File: config.mk
export PLATFORM = sky130hd
export DESIGN_NAME = pipe_ctrl
export DESIGN_NICKNAME = d
export VERILOG_FILES = /design/src/rtl/pipe_ctrl.sv
export SDC_FILE = /design/constraint.sdc
export NUM_CORES = 1
export LEC_CHECK = 0
export ABC_AREA = 1
export CORE_ASPECT_RATIO = 0.9
export CORE_MARGIN = 4
export CORE_UTILIZATION = 40
export CTS_BUF_LIST = sky130_fd_sc_hd__clkbuf_4
export DETAILED_ROUTE_END_ITERATION = 7
export GPL_ROUTABILITY_DRIVEN = 0
export PLACE_DENSITY_LB_ADDON = 0.15
export RECOVER_POWER = 25
export SLEW_MARGIN = 20
export SYNTH_ARGS = -nofsm -noshare
export SYNTH_HDL_FRONTEND = slang
export SYNTH_SLANG_ARGS = --single-unit
File: constraint.sdc
create_clock -name clk -period 1.6 [get_ports clk]
set_clock_uncertainty 0.1 [all_clocks]
set_input_delay 0.32 -clock clk [delete_from_list [all_inputs] [get_ports clk]]
set_output_delay 0.32 -clock clk [all_outputs]
set_load 0.05 [all_outputs]
File: src/rtl/pipe_ctrl.sv
// Pipeline control: stall-vector arbitration, one-cycle exception flush FSM,
// and a stall watchdog. Define PIPE_CTRL_PERF_CNT_EN to add the stall_cycles_o counter.
module pipe_ctrl #(
  parameter int STALL_TIMEOUT = 1024,
  parameter int CNT_W         = 16
) (
  input  logic        clk,
  input  logic        rst,
  input  logic        stallreq_from_id,
  input  logic        stallreq_from_ex,
  input  logic        flush_req_i,
  input  logic [31:0] flush_pc_i,
  output logic [5:0]  stall,
  output logic        flush,
  output logic [31:0] new_pc,
  output logic        timeout_o,
  output logic [31:0] stall_cycles_o
);

  typedef enum logic {
    RUN   = 1'b0,
    FLUSH = 1'b1
  } state_t;

  localparam logic [CNT_W-1:0] RUN_ONE  = CNT_W'(1);
  localparam logic [CNT_W-1:0] RUN_MAX  = CNT_W'(STALL_TIMEOUT);
  localparam logic [CNT_W-1:0] RUN_LAST = CNT_W'(STALL_TIMEOUT - 1);

  state_t           state;
  logic [CNT_W-1:0] stall_run;
  logic             stalled;

  // Zero-latency so a load-use bubble enters ID/EX on the same edge it is requested.
  always_comb begin
    stall = 6'b000000;
    if (state == RUN) begin
      if (stallreq_from_ex)      stall = 6'b001111;
      else if (stallreq_from_id) stall = 6'b000111;
    end
  end

  assign stalled = |stall;

  // flush_req_i is a single-cycle pulse with flush_pc_i qualified by it; there is
  // no back-pressure. A pulse arriving while already flushing is dropped.
  always_ff @(posedge clk or posedge rst) begin
    if (rst) begin
      state  <= RUN;
      flush  <= 1'b0;
      new_pc <= 32'h0000_0000;
    end else begin
      case (state)
        RUN: begin
          if (flush_req_i) begin
            state  <= FLUSH;
            flush  <= 1'b1;
            new_pc <= flush_pc_i;
          end
        end
        FLUSH: begin
          state <= RUN;
          flush <= 1'b0;
        end
      endcase
    end
  end

  // Watchdog observes only; stall_run saturates so a stuck stall never wraps.
  always_ff @(posedge clk or posedge rst) begin
    if (rst) begin
      stall_run <= '0;
      timeout_o <= 1'b0;
    end else begin
      if (!stalled)                stall_run <= '0;
      else if (stall_run != RUN_MAX) stall_run <= stall_run + RUN_ONE;
      if (stalled && stall_run == RUN_LAST) timeout_o <= 1'b1;
    end
  end

`ifdef PIPE_CTRL_PERF_CNT_EN
  logic [31:0] perf_cnt;

  always_ff @(posedge clk or posedge rst) begin
    if (rst)                                perf_cnt <= 32'h0000_0000;
    else if (stalled && perf_cnt != 32'hFFFF_FFFF) perf_cnt <= perf_cnt + 32'd1;
  end

  assign stall_cycles_o = perf_cnt;
`else
  assign stall_cycles_o = 32'h0000_0000;
`endif

endmodule
==> flow_metrics.py <==
metrics = {
    "run_status": {
        "outcome": "complete, but fails checks",
        "violations": "negative setup slack",
    },
    "routing": {
        "ant_nets": 0,
        "routed_wl_um": 6030,
        "viasPerCell": 4.34,
        "first_iter_violations": 119,
        "wl_per_cell_um": 12.4,
        "vias": 2116,
        "drt_pass1_iterations": 4,
        "post-route-drc-count": 0,
    },
    "worst_setup_path": {
        "worstPathArrival_ns": 1.20,
        "required_ns": 1.18,
        "cp-start-kind": "flop",
        "crit_path_end_kind": "output port",
        "cp_cell_sequence": "nor2_4 -> buf_12",
        "crit_family": "flip-flops",
        "max_stage_delay_ns": 0.44,
        "cp_max_fo": 4,
        "worst-path-buf-inv": 1,
        "cp_slowest_cell": "dfrtp_1",
        "crit_type": "flop to output port",
    },
    "place": {
        "placed_cells": 476,
        "pre_cts_slack_ns": -0.638,
        "hpwl_um": 4720,
        "placed_cell_area_sq_mm": 0.00370,
        "port_buffers": 74,
    },
    "sta": {
        "worstMarginPinSlew_ns": 0.628,
        "period_minus_slack_ns": 1.62,
        "finalHoldViolCount": 0,
        "finalSetupViolCount": 3,
        "final-max-slew-violation-count": 0,
        "slew-limit-headroom_pct": 58.1,
        "fin_ws_ns": -0.0240,
        "finalSetupTns_ns": -0.0714,
        "period_share_pct": 102,
        "fin_hold_ws_ns": 0.203,
        "rsz0062_at_grt": "yes",
        "max_freq_mhz": 616,
    },
    "global_route": {
        "use_met3_pct": 7.39,
        "met2_usage_pct": 24.6,
        "grt_max_degree": 47,
        "grt-ovfl-total": 0,
        "grt-busiest-layer": "met2",
        "grt_pass1_wl_um": 10000,
        "grtUsageTotal_pct": 16.1,
        "antenna_found_initial": 0,
        "grt_pass1_vias": 2025,
        "grtUsageMet1_pct": 20.9,
    },
    "layout": {
        "final_util_pct": 61.9,
        "drive_gt1_share_pct": 19.2,
        "most-common-layout-cells": "nand2_1, dfrtp_1, buf_12",
        "syn_to_final_growth_pct": 48.7,
        "finalNetCount": 439,
        "multiInputGateArea_sq_mm": 0.00105,
        "fillCellCount": 553,
        "n_antenna_cell": 0,
        "instances_no_fill": 488,
        "final_common_cell": "nand2_1",
        "stdcell_area_sq_mm": 0.00380,
        "seq_area_sq_mm": 0.00128,
    },
    "yosys": {
        "ys_seq_elements": 51,
        "synth_top_area_cell": "dfrtp_1",
        "ys_warn_count": 0,
        "synth_top_area_share_pct": 49.9,
        "syn_inst": 317,
        "synth_seq_area_share_pct": 49.9,
        "synth_cell_type_count": 25,
        "synth_area_sq_mm": 0.00256,
        "synth_top_cells_by_area": "dfrtp_1, nand2_1, buf_4",
        "avgSynthCellArea_sq_um": 8.07,
    },
    "cts": {
        "cts_made_buffers": 5,
        "clock_latency_ns": 0.36,
        "ctsRootBufferMaster": "clkbuf_4",
        "cts.sinks": 51,
        "cts_buffer_depth": 2,
        "htree_levels": 2,
        "clkTransAtPathRegs_ns": 0.15,
        "cts-hold-fix-buffers": 0,
        "cts_tree": "yes",
    },
    "min_path": {
        "hold_class": "input port to async pin",
    },
    "die": {
        "dieArea_sq_mm": 0.00774,
        "die_w_um": 92.3,
        "die_y_um": 83.9,
        "core-area_sq_mm": 0.00615,
        "start_util_pct": 41.6,
        "placementRows": 27,
        "num_io_pins": 109,
    },
    "power_and_ir_drop": {
        "total_power_mw": 3.62,
        "ir_worst_vdd_uv": 571,
        "p_leak_nw": 1.84,
        "power.density_mw_per_mm2": 951,
    },
    "run": {
        "cap_violations": 0,
    },
}
[layer usage]
| layer | wire length [um] | up-vias |
|---|---|---|
| met5 | 0 | - |
| met4 | 34 | 0 |
| met3 | 639 | 4 |
| met2 | 2740 | 68 |
| met1 | 2620 | 974 |
| li1 | - | 1070 |
[final timing paths]
kind                       slack (ns)  cells after the start                 startpoint                         to
hold / removal                   0.20                      2                        rst     new_pc[23]$_DFFE_PP0P_
hold reg to reg                  0.44                      3  stall_run[15]$_DFFE_PP0P_  stall_run[15]$_DFFE_PP0P_
max in group asynchronous        0.28                      3                        rst  stall_run[12]$_DFFE_PP0P_
min in group clk                 0.37                      3             flush_pc_i[20]     new_pc[20]$_DFFE_PP0P_
setup / recovery                -0.02                      2            state$_DFF_PP0_                   stall[2]
setup reg to reg                 0.09                      6   stall_run[0]$_DFFE_PP0P_   stall_run[8]$_DFFE_PP0P_
[registers in the layout (all words and copies together) (netlist names)]
signal	count
flush	1
timeout_o	1
new_pc	32
state	1
stall_run	16
[cells in the mapped netlist]
cell        n
nor3_2      1
clkbuf_1    3
nor3_1      2
nand3_1     9
nor2_1     27
inv_1      17
nand4_1     4
o21ai_1     4
o21ai_0     1
conb_1      1
xor2_1      3
o21a_1      1
nand3_2     2
nand2_2     4
ha_1        2
nor2_2      2
o21bai_1    2
nand3b_1    1
nor2_4      3
buf_2       4
nand2_1   127
a21oi_1     7
dfrtp_1    51
buf_4      36
inv_2       3
[cell families after synthesis]
kind of cell | Yosys count | synth area share [%]
and+or+nand+nor | 182 | 30.0
buffers and inverters | 63 | 14.7
DFF | 51 | 49.9
AOI/OAI and AO/OA | 15 | 3.23
xor gates and xnor gates | 3 | 1.03
adders and majority gates | 2 | 0.978
other | 1 | 0.147
[report_power, final]
group / internal [mW] / switching (mW) / total (mW)
sequential: 1.41 / 0.136 / 1.54
clock: 0.188 / 0.405 / 0.593
combinational: 0.624 / 0.856 / 1.48
[final cells by class]
type                            instances  share of cell area [%]
Sequential cell                        51                    33.6
Timing Repair Buffer                   86                    32.3
Multi-Input combinational cell        236                    27.6
Tap cell                               87                    2.86
Inverter                               20                    2.14
Clock buffer                            6                    1.18
Clock inverter                          2                   0.329
[timing repair]
| action | 4_1_cts | 5_1_grt |
|---|---|---|
| hold endpoints to repair | 0 | 0 |
| resized for setup | 8 | 5 |
| setup buffers | 2 | 2 |
| pin swaps | 3 | 0 |
| setup endpoints to repair | 21 | 38 |
Power figures use the tool's default switching activity.
